$ cat src/rtl/enet_cmd_arbiter_if.sv
// Command-port bundle shared by the DM9000a requesters, the arbiter and the EthernetController.
// The arbiter takes the slave modport; requesters/controller side (or a bench) takes master.
interface enet_cmd_arbiter_if #(
    parameter int unsigned NUM_CH = 4,
    parameter int unsigned ADDR_W = 8,
    parameter int unsigned DATA_W = 16
);
    logic [NUM_CH-1:0]        req_in;
    logic [NUM_CH-1:0]        start_comm_in;
    logic [NUM_CH*ADDR_W-1:0] addr_in;
    logic [NUM_CH*DATA_W-1:0] dataw_in;
    logic [NUM_CH*2-1:0]      comm_type_in;
    logic [NUM_CH*3-1:0]      post_delay_in;
    logic [NUM_CH-1:0]        grant_out;
    logic [2:0]               owner_idx_out;
    logic                     busy_out;
    logic                     timeout_out;
    logic                     enet_rdy_in;
    logic                     enet_start_command_out;
    logic [1:0]               enet_command_type_out;
    logic [ADDR_W-1:0]        enet_addr_out;
    logic [DATA_W-1:0]        enet_dataw_out;
    logic [2:0]               enet_post_command_delay_out;

    modport slave (
        input  req_in, start_comm_in, addr_in, dataw_in, comm_type_in, post_delay_in,
        input  enet_rdy_in,
        output grant_out, owner_idx_out, busy_out, timeout_out,
        output enet_start_command_out, enet_command_type_out, enet_addr_out,
        output enet_dataw_out, enet_post_command_delay_out
    );

    modport master (
        output req_in, start_comm_in, addr_in, dataw_in, comm_type_in, post_delay_in,
        output enet_rdy_in,
        input  grant_out, owner_idx_out, busy_out, timeout_out,
        input  enet_start_command_out, enet_command_type_out, enet_addr_out,
        input  enet_dataw_out, enet_post_command_delay_out
    );
endinterface

$ cat src/rtl/enet_cmd_arbiter.sv
// N-channel DM9000a command-port arbiter (fixed priority or round robin), grant held per burst.
// Optional idle-grant watchdog enabled by defining ARB_TIMEOUT_EN.
module enet_cmd_arbiter #(
    parameter int unsigned NUM_CH         = 4,
    parameter int unsigned ADDR_W         = 8,
    parameter int unsigned DATA_W         = 16,
    parameter int unsigned ARB_MODE       = 0,
    parameter int unsigned TIMEOUT_CYCLES = 1024
) (
    input  logic              clk_i,
    input  logic              rst_ni,
    enet_cmd_arbiter_if.slave arb_if
);
    typedef enum logic [1:0] {
        S_IDLE  = 2'd0,
        S_GRANT = 2'd1,
        S_DRAIN = 2'd2
    } state_e;

    state_e              state_q;
    logic [NUM_CH-1:0]   grant_q;
    logic [2:0]          owner_q;
    logic [2:0]          ptr_q;
    logic                busy_q;

    logic [NUM_CH-1:0]   req_eff;
    logic [2*NUM_CH-1:0] req_dbl;
    logic [2:0]          rot;
    logic                win_vld_d;
    logic [2:0]          win_idx_d;
    logic [NUM_CH-1:0]   win_oh_d;
    logic [2:0]          ptr_nxt;

    logic                own_req;
    logic                own_start;
    logic                fwd_start;
    logic                tmo_hit;
    logic [ADDR_W-1:0]   mux_addr;
    logic [DATA_W-1:0]   mux_data;
    logic [1:0]          mux_type;
    logic [2:0]          mux_pdel;

    // Owner field mux; owner_q is 0 out of reset so channel 0 fields show.
    always_comb begin
        own_req   = 1'b0;
        own_start = 1'b0;
        mux_addr  = '0;
        mux_data  = '0;
        mux_type  = '0;
        mux_pdel  = '0;
        for (int unsigned i = 0; i < NUM_CH; i++) begin
            if (owner_q == 3'(i)) begin
                own_req   = arb_if.req_in[i];
                own_start = arb_if.start_comm_in[i];
                mux_addr  = arb_if.addr_in[i*ADDR_W +: ADDR_W];
                mux_data  = arb_if.dataw_in[i*DATA_W +: DATA_W];
                mux_type  = arb_if.comm_type_in[i*2 +: 2];
                mux_pdel  = arb_if.post_delay_in[i*3 +: 3];
            end
        end
    end

    assign fwd_start = (state_q == S_GRANT) && own_start && arb_if.enet_rdy_in;

    // Both modes share one scan: requests are rotated by the pointer (zero in fixed mode).
    always_comb begin
        int unsigned idx;
        idx       = 0;
        win_vld_d = 1'b0;
        win_idx_d = '0;
        rot       = (ARB_MODE == 1) ? ptr_q : 3'd0;
        req_dbl   = {req_eff, req_eff} >> rot;
        for (int unsigned k = 0; k < NUM_CH; k++) begin
            if (!win_vld_d && req_dbl[k]) begin
                win_vld_d = 1'b1;
                idx       = 32'(rot) + k;
                if (idx >= NUM_CH) idx = idx - NUM_CH;
                win_idx_d = 3'(idx);
            end
        end
        for (int unsigned i = 0; i < NUM_CH; i++) begin
            win_oh_d[i] = (win_idx_d == 3'(i));
        end
    end

    assign ptr_nxt = (owner_q == 3'(NUM_CH - 1)) ? 3'd0 : owner_q + 3'd1;

`ifdef ARB_TIMEOUT_EN
    localparam int unsigned CNT_W = $clog2(TIMEOUT_CYCLES + 1);

    logic [CNT_W-1:0]  cnt_q;
    logic [NUM_CH-1:0] mask_q;
    logic              timeout_q;
    logic              revoke;

    assign req_eff = arb_if.req_in & ~mask_q;
    assign tmo_hit = !fwd_start && (cnt_q == CNT_W'(TIMEOUT_CYCLES - 1));
    assign revoke  = (state_q == S_GRANT) && own_req && tmo_hit;

    // A revoked channel stays masked until it lets go of its request.
    always_ff @(posedge clk_i or negedge rst_ni) begin
        if (!rst_ni) begin
            cnt_q     <= '0;
            mask_q    <= '0;
            timeout_q <= 1'b0;
        end else begin
            timeout_q <= revoke;
            mask_q    <= (mask_q & arb_if.req_in) | (revoke ? grant_q : '0);
            if ((state_q != S_GRANT) || fwd_start || revoke) cnt_q <= '0;
            else                                             cnt_q <= cnt_q + CNT_W'(1);
        end
    end

    assign arb_if.timeout_out = timeout_q;
`else
    assign req_eff            = arb_if.req_in;
    assign tmo_hit            = 1'b0;
    assign arb_if.timeout_out = 1'b0;
`endif

    always_ff @(posedge clk_i or negedge rst_ni) begin
        if (!rst_ni) begin
            state_q <= S_IDLE;
            grant_q <= '0;
            owner_q <= '0;
            ptr_q   <= '0;
            busy_q  <= 1'b0;
        end else begin
            case (state_q)
                S_IDLE: begin
                    if (win_vld_d) begin
                        state_q <= S_GRANT;
                        grant_q <= win_oh_d;
                        owner_q <= win_idx_d;
                        busy_q  <= 1'b1;
                    end
                end
                S_GRANT: begin
                    if (!own_req) begin
                        grant_q <= '0;
                        ptr_q   <= ptr_nxt;
                        if (arb_if.enet_rdy_in) begin
                            state_q <= S_IDLE;
                            busy_q  <= 1'b0;
                        end else begin
                            state_q <= S_DRAIN;
                        end
                    end else if (tmo_hit) begin
                        grant_q <= '0;
                        ptr_q   <= ptr_nxt;
                        state_q <= S_DRAIN;
                    end
                end
                S_DRAIN: begin
                    if (arb_if.enet_rdy_in) begin
                        state_q <= S_IDLE;
                        busy_q  <= 1'b0;
                    end
                end
                default: begin
                    state_q <= S_IDLE;
                    grant_q <= '0;
                    busy_q  <= 1'b0;
                end
            endcase
        end
    end

    assign arb_if.grant_out                   = grant_q;
    assign arb_if.owner_idx_out               = owner_q;
    assign arb_if.busy_out                    = busy_q;
    assign arb_if.enet_start_command_out      = fwd_start;
    assign arb_if.enet_command_type_out       = mux_type;
    assign arb_if.enet_addr_out               = mux_addr;
    assign arb_if.enet_dataw_out              = mux_data;
    assign arb_if.enet_post_command_delay_out = mux_pdel;
endmodule

$ cat src/flat_wrapper.sv
// flat-port wrapper written by rule: the top's interface ports become plain ports
module enet_cmd_arbiter_flat 
#(
    parameter int unsigned NUM_CH         = 4,
    parameter int unsigned ADDR_W         = 8,
    parameter int unsigned DATA_W         = 16,
    parameter int unsigned ARB_MODE       = 0,
    parameter int unsigned TIMEOUT_CYCLES = 1024
)
  (clk_i, rst_ni, arb_if_req_in, arb_if_start_comm_in, arb_if_addr_in, arb_if_dataw_in, arb_if_comm_type_in, arb_if_post_delay_in, arb_if_enet_rdy_in, arb_if_grant_out, arb_if_owner_idx_out, arb_if_busy_out, arb_if_timeout_out, arb_if_enet_start_command_out, arb_if_enet_command_type_out, arb_if_enet_addr_out, arb_if_enet_dataw_out, arb_if_enet_post_command_delay_out);
  enet_cmd_arbiter_if #(.NUM_CH(NUM_CH), .ADDR_W(ADDR_W), .DATA_W(DATA_W)) arb_if_i ();
  input  logic clk_i;
  input  logic rst_ni;
  input wire logic [$bits(arb_if_i.req_in)-1:0] arb_if_req_in;
  input wire logic [$bits(arb_if_i.start_comm_in)-1:0] arb_if_start_comm_in;
  input wire logic [$bits(arb_if_i.addr_in)-1:0] arb_if_addr_in;
  input wire logic [$bits(arb_if_i.dataw_in)-1:0] arb_if_dataw_in;
  input wire logic [$bits(arb_if_i.comm_type_in)-1:0] arb_if_comm_type_in;
  input wire logic [$bits(arb_if_i.post_delay_in)-1:0] arb_if_post_delay_in;
  input wire logic [$bits(arb_if_i.enet_rdy_in)-1:0] arb_if_enet_rdy_in;
  output wire logic [$bits(arb_if_i.grant_out)-1:0] arb_if_grant_out;
  output wire logic [$bits(arb_if_i.owner_idx_out)-1:0] arb_if_owner_idx_out;
  output wire logic [$bits(arb_if_i.busy_out)-1:0] arb_if_busy_out;
  output wire logic [$bits(arb_if_i.timeout_out)-1:0] arb_if_timeout_out;
  output wire logic [$bits(arb_if_i.enet_start_command_out)-1:0] arb_if_enet_start_command_out;
  output wire logic [$bits(arb_if_i.enet_command_type_out)-1:0] arb_if_enet_command_type_out;
  output wire logic [$bits(arb_if_i.enet_addr_out)-1:0] arb_if_enet_addr_out;
  output wire logic [$bits(arb_if_i.enet_dataw_out)-1:0] arb_if_enet_dataw_out;
  output wire logic [$bits(arb_if_i.enet_post_command_delay_out)-1:0] arb_if_enet_post_command_delay_out;
  assign arb_if_i.req_in = arb_if_req_in;
  assign arb_if_i.start_comm_in = arb_if_start_comm_in;
  assign arb_if_i.addr_in = arb_if_addr_in;
  assign arb_if_i.dataw_in = arb_if_dataw_in;
  assign arb_if_i.comm_type_in = arb_if_comm_type_in;
  assign arb_if_i.post_delay_in = arb_if_post_delay_in;
  assign arb_if_i.enet_rdy_in = arb_if_enet_rdy_in;
  assign arb_if_grant_out = arb_if_i.grant_out;
  assign arb_if_owner_idx_out = arb_if_i.owner_idx_out;
  assign arb_if_busy_out = arb_if_i.busy_out;
  assign arb_if_timeout_out = arb_if_i.timeout_out;
  assign arb_if_enet_start_command_out = arb_if_i.enet_start_command_out;
  assign arb_if_enet_command_type_out = arb_if_i.enet_command_type_out;
  assign arb_if_enet_addr_out = arb_if_i.enet_addr_out;
  assign arb_if_enet_dataw_out = arb_if_i.enet_dataw_out;
  assign arb_if_enet_post_command_delay_out = arb_if_i.enet_post_command_delay_out;
  enet_cmd_arbiter #(.NUM_CH(NUM_CH), .ADDR_W(ADDR_W), .DATA_W(DATA_W), .ARB_MODE(ARB_MODE), .TIMEOUT_CYCLES(TIMEOUT_CYCLES)) u_core (.clk_i(clk_i), .rst_ni(rst_ni), .arb_if(arb_if_i));
endmodule
$ cat config.mk
export PLATFORM = sky130hd
export DESIGN_NAME = enet_cmd_arbiter_flat
export DESIGN_NICKNAME = d
export VERILOG_FILES = /design/src/rtl/enet_cmd_arbiter_if.sv /design/src/rtl/enet_cmd_arbiter.sv /design/src/flat_wrapper.sv
export SDC_FILE = /design/constraint.sdc
export NUM_CORES = 1
export LEC_CHECK = 0
export ABC_AREA = 1
export CAP_MARGIN = 20
export CORE_ASPECT_RATIO = 1.2
export CORE_MARGIN = 1.5
export CORE_UTILIZATION = 24
export DETAILED_ROUTE_END_ITERATION = 6
export PLACE_DENSITY = 0.77
export SLEW_MARGIN = 10
export SYNTH_ARGS = -nofsm -noshare
export SYNTH_HDL_FRONTEND = slang
export SYNTH_SLANG_ARGS = --single-unit
$ cat constraint.sdc
create_clock -name clk_i -period 1.29 [get_ports clk_i]
set_input_delay 0.387 -clock clk_i [delete_from_list [all_inputs] [get_ports clk_i]]
set_output_delay 0.387 -clock clk_i [all_outputs]
set_load 0.005 [all_outputs]
## After elaboration in Yosys (flattened, before gate mapping)

Index checks and enable logic that the tools add are counted.

| storage, ports and cells | value |
|---|---|
| register bits after elaboration | 10 |
| word-level logic and storage cells | 74 |

| cells by class | value |
|---|---|
| equal/unequal tests | 11 |
| multiplexer cells | 43 |
| bitwise operators | 1 |
| reduce and logical (&&, ||, !) cells | 15 |

Operators with widths:

| cell | number |
|---|---|
| $mux 16 | 4 |
| $mux 8 | 4 |
| $mux 2 | 10 |
| $mux 1 | 16 |
| $mux 3 | 4 |
| $pmux 4 s3 | 1 |
| $mux 4 | 2 |
| $eq 2x2->1 const B | 3 |
| $eq 3x2->1 const B | 2 |
| $logic_not 3->1 | 2 |
| $pmux 2 s3 | 1 |
| $reduce_and 3->1 | 2 |
| $logic_and 1x1->1 | 5 |
| $eq 2x1->1 const B | 2 |
| $ne 2x2->1 const B | 2 |
| $reduce_and 2->1 | 2 |
| $eq 3x1->1 const B | 1 |
| $logic_not 1->1 | 3 |
| $pmux 1 s3 | 1 |
| $logic_not 2->1 | 1 |
| $ne 2x1->1 const B | 1 |
| $not 1->1 | 1 |

## Depth between registers and ports, before layout

Gate-level depths: netlist (run 1).

| depth | value |
|---|---|
| depth in word-level cells | 13 |
| mapped depth | 9 |
| depth with buffers taken out | 8 |

## Worst setup path before layout (run 1)

No wires, ideal clock.

| path | value |
|---|---|
| path type | reg-to-output |
| start | reg u_core.owner_q[0], in the netlist u_core.arb_if.owner_idx_out[0] |
| end | out arb_if_enet_start_command_out |
| data arrival time | 1.079 ns |
| path slack | -0.176 ns |
| cell stages (with the launch flop) | 7 |
| path buffers | 2 |
| path through | dfrtp_1 -> buf_6 -> nor2_2 -> buf_2 -> inv_2 -> o221ai_1 -> a21oi_1 |

| on the way | value |
|---|---|
| longest elaborated chain between the ends | 7 |
| elaborated cells between the ends (all ways) | 10 |
| classes of those cells | eq/ne (3); mux (4); reduce/logical (3) |

RTL lines:

| item | line | RTL |
|---|---|---|
| start, declared | enet_cmd_arbiter.sv:22 | `logic [2:0] owner_q;` |
| start signal, assigned | enet_cmd_arbiter.sv:134 | `owner_q <= win_idx_d;` |
| $logic_not 3->1 | enet_cmd_arbiter.sv:52 | `if (owner_q == 3'(i)) begin` |
| $mux 1 (3 in series) | enet_cmd_arbiter.sv:52 |  |
| $mux 1 (*) | enet_cmd_arbiter.sv:52 |  |
| $logic_and 1x1->1 (*) (2 in series) | enet_cmd_arbiter.sv:63 | `assign fwd_start = (state_q == S_GRANT) && own_start && arb_if.enet_rdy_in;` |
| end, declared | flat_wrapper.sv:25 | `output wire logic [$bits(arb_if_i.enet_start_command_out)-1:0] arb_if_enet_start_command_out;` |

Mark *: on every way between the ends. The rest lies on a longest branch, timed or not.

## Worst setup path after layout (run 1)

| path | value |
|---|---|
| start | reg u_core.owner_q[0], in the netlist u_core.arb_if.owner_idx_out[0] |
| end | out arb_if_enet_addr_out[6] |

| on the way | value |
|---|---|
| longest elaborated chain between the ends | 5 |
| elaborated cells between the ends (all ways) | 8 |
| classes of those cells | eq/ne (3); mux (4); reduce/logical (1) |

RTL lines:

| item | line | RTL |
|---|---|---|
| $logic_not 3->1 | enet_cmd_arbiter.sv:52 |  |
| $mux 8 (3 in series) | enet_cmd_arbiter.sv:52 |  |
| $mux 8 (*) | enet_cmd_arbiter.sv:52 |  |
| end, declared | flat_wrapper.sv:27 | `output wire logic [$bits(arb_if_i.enet_addr_out)-1:0] arb_if_enet_addr_out;` |

Marked as above.

==> results.sh, run 1 <==
export IMPL_setup_slack_ps=-626
export IMPL_final_nets=588
export IMPL_cts_made_buffers=3
export IMPL_fin_crit_ps=1920
export IMPL_synth_top_area_frac=0.304
export IMPL_die_area_um2=6170
export IMPL_diodes=0
export IMPL_coreArea_um2=5410
export IMPL_insertion_delay_ps=230
export IMPL_rsz0062_at_grt="yes"
export IMPL_preCtsSetupSlack_ps=-802
export IMPL_fin_crit_sh=1.48
export IMPL_p_per_area_nw_per_um2=1880
export IMPL_endpoint_kind="output pin"
export IMPL_routedWlPerCell_um=15.1
export IMPL_grtUsageTotal=0.242
export IMPL_skew_ps=1.82
export IMPL_grt_overflow=0
export IMPL_io_pins=166
export IMPL_ys_async_sr_fraction=1.00
export IMPL_die_h_um=85.8
export IMPL_min_path_type="in2async"
export IMPL_synth_avg_cell_area_um2=5.44
export IMPL_yosys_area_top_type="nand2_1"
export IMPL_drv_cap=0
export IMPL_firstDrtPassIters=4
export IMPL_route_antenna_remaining_nets=0
export IMPL_grt_pass1_vias=2595
export IMPL_via_count=2547
export IMPL_hold_viol=0
export IMPL_cp_required_ps=900
export IMPL_cts_sinks=9
export IMPL_whs_ps=449
export IMPL_p_leak_nw=1.73
export IMPL_netlist_area_um2=1370
export IMPL_drt_iter0_drc=121
export IMPL_grt_max_degree=23
export IMPL_synth_main_ff_cell="dfrtp_1"
export IMPL_setup_violations_final=39
export IMPL_cts_tree="yes"
export IMPL_wl_um=7840
export IMPL_arrival_ps=1530
export IMPL_dieWidth_um=72.0
export IMPL_start_util=0.253
export IMPL_timing_final_max_slew_violations=0
export IMPL_fillers=440
export IMPL_ys_ff_latch=9
export IMPL_drive_above_1_share=0.322
export IMPL_crit_fanout=5
export IMPL_status="finished, violations left"
export IMPL_seq_area_frac_synth=0.164
export IMPL_drc_errors=0
export IMPL_synth_cell_types=24
export IMPL_synth_edf_count=0
export IMPL_port_buffers=163
export IMPL_antenna_found_initial=0
export IMPL_ir_drop_uv=1310
export IMPL_violations="negative setup slack"
export IMPL_via_per_inst=4.91
export IMPL_synthCells=252
export IMPL_post_dp_hpwl_um=5480
export IMPL_yosys_top_cells_area="nand2_1, dfrtp_1, nand3_1"
export IMPL_critPathKind="reg2out"
export IMPL_max_freq_mhz=522
export IMPL_yosysWarnings=0
export IMPL_gp_congestion=0.861
export IMPL_root_buffer="clkbuf_8"
export IMPL_grt_pass1_wl_um=12000
export IMPL_clk_path_buf_depth=2
export IMPL_h_tree_depth=1
export IMPL_rows=29
export IMPL_area_growth_syn_to_layout_pct=174
export IMPL_clkTransAtPathRegs_ps=50
export IMPL_start_kind="flip-flop"
-- worst paths after layout --
| check | start | end | slack (ps) | cells past startpoint |
|---|---|---|---|---|
| setup / recovery | u_core.arb_if.owner_idx_out[0] | arb_if_enet_addr_out[6] | -630 | 9 |
| hold / removal | rst_ni | u_core.arb_if.grant_out[2] | 450 | 2 |
| setup reg to reg | u_core.arb_if.owner_idx_out[0] | u_core.state_q[0] | -460 | 11 |
| hold reg to reg | u_core.arb_if.grant_out[1] | u_core.arb_if.grant_out[1] | 470 | 2 |
| max in group asynchronous | rst_ni | u_core.arb_if.owner_idx_out[1] | 690 | 2 |
| min in group clk_i | u_core.arb_if.grant_out[1] | u_core.arb_if.grant_out[1] | 470 | 2 |
-- layer usage --
| metal | global-route usage | vias to the layer above | wire [µm] |
|---|---|---|---|
| met5 | 0 | - | 0 |
| met3 | 0.0376 | 15 | 583 |
| li1 | - | 1252 | - |
| met4 | 0.0549 | 0 | 157 |
| met1 | 0.260 | 1148 | 2870 |
| met2 | 0.484 | 132 | 4240 |
-- worst max-delay path, cell delays in order, from the launching register on --
cell,delay [ps]
dfrtp_1,410
buf_6,140
buf_8,120
nand2_8,60
inv_8,50
buf_12,130
buf_8,120
nand2_2,40
nand4_1,80
buf_2,140
-- sequential cells by signal, indices dropped and copies added, names as in the netlist --
name                         cells
u_core.state_q                   2
u_core.arb_if.owner_idx_out      2
u_core.arb_if.grant_out          4
u_core.arb_if.busy_out           1
-- power by group --
part           internal (mW)  leakage [nW]  switching, mW
registers              0.404         0.115         0.0898
clock network          0.216        0.0228          0.116
logic                   3.38          1.59           2.86
total                   4.00          1.73           3.07
-- cells in the mapped netlist (2+ instances only) --
| cell | n |
|---|---|
| o21ai_1 | 2 |
| dfrtp_1 | 9 |
| a21oi_1 | 2 |
| nand2_2 | 2 |
| clkbuf_1 | 4 |
| inv_1 | 12 |
| nand3_1 | 40 |
| buf_2 | 8 |
| nor2_1 | 6 |
| ha_1 | 3 |
| inv_2 | 6 |
| nand4_1 | 30 |
| buf_4 | 4 |
| nand2_1 | 111 |
| o21ai_0 | 3 |
| buf_6 | 2 |
-- area by class of cell --
| type | count | area [µm²] | area share |
|---|---|---|---|
| clock buffers | 4 | 45.0 | 0.0120 |
| inverters | 18 | 75.1 | 0.0200 |
| repair buffers | 217 | 2140 | 0.572 |
| well taps | 62 | 77.6 | 0.0207 |
| flip-flops and latches | 9 | 226 | 0.0604 |
| multi-input cells | 209 | 1180 | 0.315 |
-- logic make-up after synthesis --
logic type | count (synthesis) | synth area share
and+or+nand+nor | 193 | 0.634
buffers and inverters | 36 | 0.128
adders and majority gates | 3 | 0.0274
other | 1 | 0.00274
AOI/OAI and AO/OA | 10 | 0.0438
DFF | 9 | 0.164
-- cell usage in the layout, fill, tap and decap left out, types with 7 or more instances in the layout --
cell type / n
buf_4: 28
buf_12: 7
clkdlybuf4s50_1: 124
nand2_4: 9
buf_6: 12
buf_2: 29
inv_1: 9
nand3_1: 35
dfrtp_1: 8
inv_2: 8
nand2_1: 78
nand4_1: 30
nand2_2: 27
-- metrics by stage --
| stage | instance area (µm²) | std cells | total power [mW] | util | TNS [ps] |
|---|---|---|---|---|---|
| 2_1_floorplan | 1420 | 253 | 2.72 | - | -2030 |
| 3_3_place_gp | 3280 | 490 | 5.45 | 0.606 | -22020 |
| 3_5_place_dp | 3280 | 490 | 5.52 | 0.606 | -22830 |
| 4_1_cts | 3660 | 518 | 6.85 | 0.678 | -20000 |
| 5_1_grt | 3750 | 519 | 7.60 | 0.694 | -22250 |
| 6_report | 3750 | 519 | 7.06 | 0.694 | -19960 |
-- timing repair --
action | 4_1_cts | 5_1_grt
setup buffers | 19 | 3
gates cloned | 6 | 0
pin swaps | 30 | 7
hold buffers | 0 | 0
setup endpoints to repair | 46 | 43
resized for setup | 190 | 30
Power figures use the tool's default switching activity.
==> inputs of run 2 (changes only) <==
--- a/config.mk
+++ b/config.mk
@@ -5,13 +5,13 @@
 export SDC_FILE = /design/constraint.sdc
 export NUM_CORES = 1
 export LEC_CHECK = 0
-export ABC_AREA = 1
 export CAP_MARGIN = 20
 export CORE_ASPECT_RATIO = 1.2
 export CORE_MARGIN = 1.5
-export CORE_UTILIZATION = 24
+export CORE_UTILIZATION = 23
 export DETAILED_ROUTE_END_ITERATION = 6
-export PLACE_DENSITY = 0.77
+export GPL_TIMING_DRIVEN = 0
+export PLACE_DENSITY = 0.78
 export SLEW_MARGIN = 10
 export SYNTH_ARGS = -nofsm -noshare
 export SYNTH_HDL_FRONTEND = slang
==> results.sh, run 2 <==
export IMPL_status="finished, violations left"
export IMPL_violations="negative setup slack"
export IMPL_drc_errors=0
export IMPL_grt_overflow=0
export IMPL_yosys_area_top_type="mux4_2"
export IMPL_fin_crit_sh=1.60
export IMPL_ir_drop_uv=1020
export IMPL_yosys_top_cells_area="mux4_2, dfrtp_1, mux2_2"
export IMPL_slowest_stage="mux4_2"
export IMPL_power_mw=5.84
export IMPL_endpoint_kind="output pin"
export IMPL_synth_edf_count=0
export IMPL_cp_required_ps=900
export IMPL_io_pins=166
export IMPL_arrival_ps=1680
export IMPL_wl_um=6590
export IMPL_post_dp_hpwl_um=5090
export IMPL_clk_path_buf_depth=2
export IMPL_grtUsageTotal=0.214
export IMPL_rows=29
export IMPL_highest_layer="met4"
export IMPL_synth_main_ff_cell="dfrtp_1"
export IMPL_grt_pass1_wl_um=9690
export IMPL_setup_slack_ps=-778
export IMPL_die_h_um=84.0
export IMPL_seq_area_frac_synth=0.179
export IMPL_firstDrtPassIters=4
export IMPL_yosysMostFrequentCell="mux4_2"
export IMPL_rsz0062_at_grt="yes"
export IMPL_grt_max_degree=11
export IMPL_cts_sinks=9
export IMPL_crit_fanout=7
export IMPL_p_leak_nw=1.42
export IMPL_synth_top_area_frac=0.520
export IMPL_insertion_delay_ps=240
export IMPL_synth_cell_types=27
export IMPL_min_path_type="in2async"
export IMPL_port_buffers=163
export IMPL_via_count=1652
export IMPL_root_buffer="clkbuf_8"
export IMPL_crit_chain="buf_8, buf_12, buf_12, mux4_2, buf_2"
export IMPL_area_growth_syn_to_layout_pct=168
export IMPL_start_util=0.239
export IMPL_final_cell_mix="clkdlybuf4s50_1, mux4_2, buf_2, buf_4, buf_6"
export IMPL_fin_crit_ps=2070
export IMPL_drive_above_1_share=0.420
export IMPL_cts_made_buffers=3
export IMPL_hold_viol=0
export IMPL_gp_congestion=0.815
export IMPL_skew_ps=1.90
export IMPL_diodes=0
export IMPL_yosysWarnings=0
export IMPL_dieWidth_um=70.5
export IMPL_critPathKind="reg2out"
export IMPL_clkTransAtPathRegs_ps=40
export IMPL_drt_iter0_drc=29
export IMPL_whs_ps=449
export IMPL_max_freq_mhz=483
export IMPL_synth_commonest_cells="mux4_2, dfrtp_1, mux2_2, inv_1"
export IMPL_p_per_area_nw_per_um2=1730
export IMPL_largest_reg_flops=4
export IMPL_antenna_found_initial=0
export IMPL_cts_hold_buf=0
export IMPL_ys_async_sr_fraction=1.00
export IMPL_netlist_area_um2=1260
export IMPL_start_kind="flip-flop"
export IMPL_synth_avg_cell_area_um2=14.1
export IMPL_final_nets=414
export IMPL_via_per_inst=4.79
export IMPL_synthCells=89
export IMPL_coreArea_um2=5260
export IMPL_route_antenna_remaining_nets=0
export IMPL_cts_tree="yes"
export IMPL_h_tree_depth=1
export IMPL_met1Wirelength_um=2390
export IMPL_setup_violations_final=39
export IMPL_die_area_um2=5920
export IMPL_layout_commonest_cell="clkdlybuf4s50_1"
export IMPL_grt_pass1_vias=1767
export IMPL_timing_final_max_slew_violations=0
export IMPL_cp_slowest_stage_delay_ps=530
export IMPL_routed_wl_met3_um=637
export IMPL_wl_met2_um=3490
export IMPL_ys_ff_latch=9
export IMPL_path_common_cell="buf_12"
export IMPL_drv_cap=0
export IMPL_routedWlPerCell_um=19.1
[run 2: cell types whose count changed after synthesis, sizes merged, moves of 2 or more]
| cell | before | now |
|---|---|---|
| nand4 | 30 | 0 |
| buf | 14 | 6 |
| nand2 | 114 | 3 |
| o21ai | 5 | 1 |
| mux2 | 0 | 6 |
| o21a | 0 | 2 |
| mux2i | 0 | 4 |
| inv | 18 | 5 |
| nand3 | 40 | 0 |
| mux4 | 0 | 29 |
| nor2 | 7 | 2 |
[run 2: repair_timing]
item                                    CTS  global route
gates cloned                              2             0
endpoints found under the hold margin     0             0
pin swaps                                 6             8
resized for setup                       149            26
endpoints found under the setup margin   44            40
setup buffers                            23             5
[run 2: critical path, delay by kind of cell, from the launching register on]
kind	cells	cell delay [ps]
DFF	1	370
buffers and inverters	4	540
muxes	1	530
[run 2: per-stage QoR]
stage | instance area, µm² | util | setup WS [ps] | setup TNS, ps | std cells
2_1_floorplan | 1330 | - | -483 | -10060 | 90
3_3_place_gp | 3040 | 0.577 | -917 | -30690 | 315
3_5_place_dp | 3040 | 0.577 | -898 | -30730 | 315
4_1_cts | 3310 | 0.629 | -760 | -25330 | 344
5_1_grt | 3370 | 0.641 | -798 | -25700 | 345
6_report | 3370 | 0.641 | -778 | -23870 | 345
[run 2: metal layers]
metal | global-route usage | vias up
met1 | 0.236 | 796
met2 | 0.395 | 90
met5 | 0 | -
li1 | - | 759
met3 | 0.0604 | 7
met4 | 0.0559 | 0
[run 2: power by group]
part	switching, mW	internal (mW)	leakage [nW]	total [mW]
clock	0.119	0.216	0.0228	0.335
sequential	0.0672	0.401	0.116	0.468
combinational	1.81	3.23	1.28	5.04
[run 2: cell type report]
cell class | instances | area, µm²
Buffer | 9 | 97.6
Timing Repair Buffer | 190 | 1840
Multi-Input combinational cell | 66 | 1070
Clock buffer | 4 | 45.0
Fill cell | 449 | 1890
Tap cell | 62 | 77.6
Sequential cell | 9 | 225
Inverter | 5 | 18.8
[run 2: cell families after synthesis]
logic type | share of synthesized area
AOI/OAI and AO/OA | 0.0637
adders and majority gates | 0.0299
buffers and inverters | 0.0548
DFF | 0.179
muxes | 0.606
other | 0.00299
and+or+nand+nor | 0.0638
[run 2: path summary, 6_finish.rpt]
kind | startpoint | endpoint | slack (ps) | cells after the start
max | u_core.arb_if.owner_idx_out[0] | arb_if_enet_dataw_out[2] | -780 | 5
min | rst_ni | u_core.arb_if.busy_out | 450 | 1
max reg2reg | u_core.arb_if.owner_idx_out[0] | u_core.state_q[0] | -540 | 7
min reg2reg | u_core.arb_if.grant_out[2] | u_core.arb_if.grant_out[2] | 500 | 1
max in group asynchronous | rst_ni | u_core.arb_if.owner_idx_out[0] | 550 | 1
min in group clk_i | u_core.arb_if.grant_out[2] | u_core.arb_if.grant_out[2] | 500 | 1
==> inputs of run 3 (changes only) <==
--- a/config.mk
+++ b/config.mk
@@ -12,7 +12,9 @@
 export DETAILED_ROUTE_END_ITERATION = 6
 export GPL_TIMING_DRIVEN = 0
 export PLACE_DENSITY = 0.78
+export RECOVER_POWER = 25
 export SLEW_MARGIN = 10
 export SYNTH_ARGS = -nofsm -noshare
 export SYNTH_HDL_FRONTEND = slang
 export SYNTH_SLANG_ARGS = --single-unit
+export TNS_END_PERCENT = 100
==> results.sh, run 3 (synthesis results as in run 2) <==
export IMPL_status="finished, violations left"
export IMPL_cts_sinks=9
export IMPL_port_buffers=163
export IMPL_cp_required_ps=900
export IMPL_cp_slowest_stage_delay_ps=530
export IMPL_post_dp_hpwl_um=5090
export IMPL_start_util=0.239
export IMPL_drive_above_1_share=0.420
export IMPL_via_per_inst=4.79
export IMPL_place_area_um2=3040
export IMPL_multiInputGateArea_um2=1070
export IMPL_grt_overflow=0
export IMPL_path_common_cell="buf_12"
export IMPL_setup_violations_final=39
export IMPL_fin_crit_ps=2070
export IMPL_insertion_delay_ps=240
export IMPL_gp_congestion=0.815
export IMPL_arrival_ps=1680
export IMPL_routedWlPerCell_um=19.1
export IMPL_min_path_type="reg2reg"
export IMPL_reg2regPathDepth=7
export IMPL_grt_pass1_vias=1767
export IMPL_drt_iter0_drc=29
export IMPL_final_nets=414
export IMPL_diodes=0
export IMPL_route_antenna_remaining_nets=0
export IMPL_cts_tree="yes"
export IMPL_p_per_area_nw_per_um2=1730
export IMPL_ir_drop_uv=1020
export IMPL_fin_crit_sh=1.60
export IMPL_drc_errors=0
export IMPL_wl_um=6590
export IMPL_fin_area_um2=3370
export IMPL_cts_hold_buf=0
export IMPL_antenna_found_initial=0
export IMPL_fillers=449
export IMPL_rsz0062_at_grt="yes"
export IMPL_die_h_um=84.0
export IMPL_violations="negative setup slack"
export IMPL_skew_ps=1.90
export IMPL_layout_commonest_cell="clkdlybuf4s50_1"
export IMPL_cts_made_buffers=3
export IMPL_grt_pass1_wl_um=9690
export IMPL_h_tree_depth=1
export IMPL_hold_viol=0
export IMPL_timing_final_max_slew_violations=0
export IMPL_largest_reg_flops=4
export IMPL_p_leak_nw=1.42
export IMPL_setup_slack_ps=-778
export IMPL_slowest_stage="mux4_2"
export IMPL_drv_cap=0
export IMPL_final_seq_area_um2=225
export IMPL_crit_fanout=7
export IMPL_clkTransAtPathRegs_ps=40
export IMPL_coreArea_um2=5260
export IMPL_area_growth_syn_to_layout_pct=168
export IMPL_rows=29
export IMPL_whs_path_depth=1
export IMPL_root_buffer="clkbuf_8"
export IMPL_max_freq_mhz=483
export IMPL_clk_path_buf_depth=2
export IMPL_start_kind="flip-flop"
export IMPL_power_mw=5.84
export IMPL_grtUsageTotal=0.214
export IMPL_via_count=1652
export IMPL_critPathKind="reg2out"
export IMPL_final_cell_mix="clkdlybuf4s50_1, mux4_2, buf_2, buf_4, buf_6"
export IMPL_final_util=0.641
export IMPL_grt_max_degree=11
export IMPL_die_area_um2=5920
export IMPL_firstDrtPassIters=4
export IMPL_io_pins=166
export IMPL_crit_chain="buf_8, buf_12, buf_12, mux4_2, buf_2"
export IMPL_endpoint_kind="output pin"
export IMPL_dieWidth_um=70.5
[run 3: cell types whose count changed in the layout (fill, tap and decap cells not counted), sizes merged]
cell and change:
clkdlybuf4s50 -1, dlygate4sd3 +1
[run 3: per-stage QoR]
step	worst slack (ps)	instances	hold WS (ps)	TNS [ps]
floorplan	-483	90	91.4	-10060
global placement	-917	315	499	-30690
detailed placement	-898	315	499	-30730
CTS	-760	344	465	-25330
global route	-798	345	514	-25700
finish	-778	345	503	-23870
[run 3: what timing repair did]
action,4_1_cts,5_1_grt
pin swaps,6,8
resized for setup,149,26
hold endpoints to repair,0,0
buffers inserted,23,5
endpoints found under the setup margin,44,40
gates cloned,2,0
[run 3: final timing paths]
kind	from	end	slack [ps]
worst max-delay path	u_core.arb_if.owner_idx_out[0]	arb_if_enet_dataw_out[2]	-780
worst min-delay path	u_core.arb_if.grant_out[2]	u_core.arb_if.grant_out[2]	500
worst max register to register	u_core.arb_if.owner_idx_out[0]	u_core.state_q[0]	-540
worst min register to register	u_core.arb_if.grant_out[2]	u_core.arb_if.grant_out[2]	500
max in group asynchronous	rst_ni	u_core.arb_if.owner_idx_out[0]	480
min in group asynchronous	rst_ni	u_core.arb_if.busy_out	520
[run 3: layer usage]
metal	global-route usage	wire (µm)
met1	0.236	2390
met2	0.395	3490
met3	0.0604	637
met4	0.0559	72
met5	0	0
[run 3: final cells by class]
class                           instances  share of cell area
Clock buffer                            4              0.0134
Sequential cell                         9              0.0668
Buffer                                  9              0.0289
Multi-Input combinational cell         66               0.316
Inverter                                5             0.00557
Timing Repair Buffer                  190               0.546
Tap cell                               62              0.0230
[run 3: critical path: cells and delay by family (launching register included)]
kind / cells / cell delay (ps)
buffers and inverters: 4 / 540
multiplexers: 1 / 530
flip-flops: 1 / 370
[run 3: power by group]
group	leakage, nW	internal (mW)	switching, mW
registers	0.116	0.401	0.0672
clock network	0.0228	0.216	0.119
logic	1.28	3.23	1.81
total	1.42	3.85	1.99
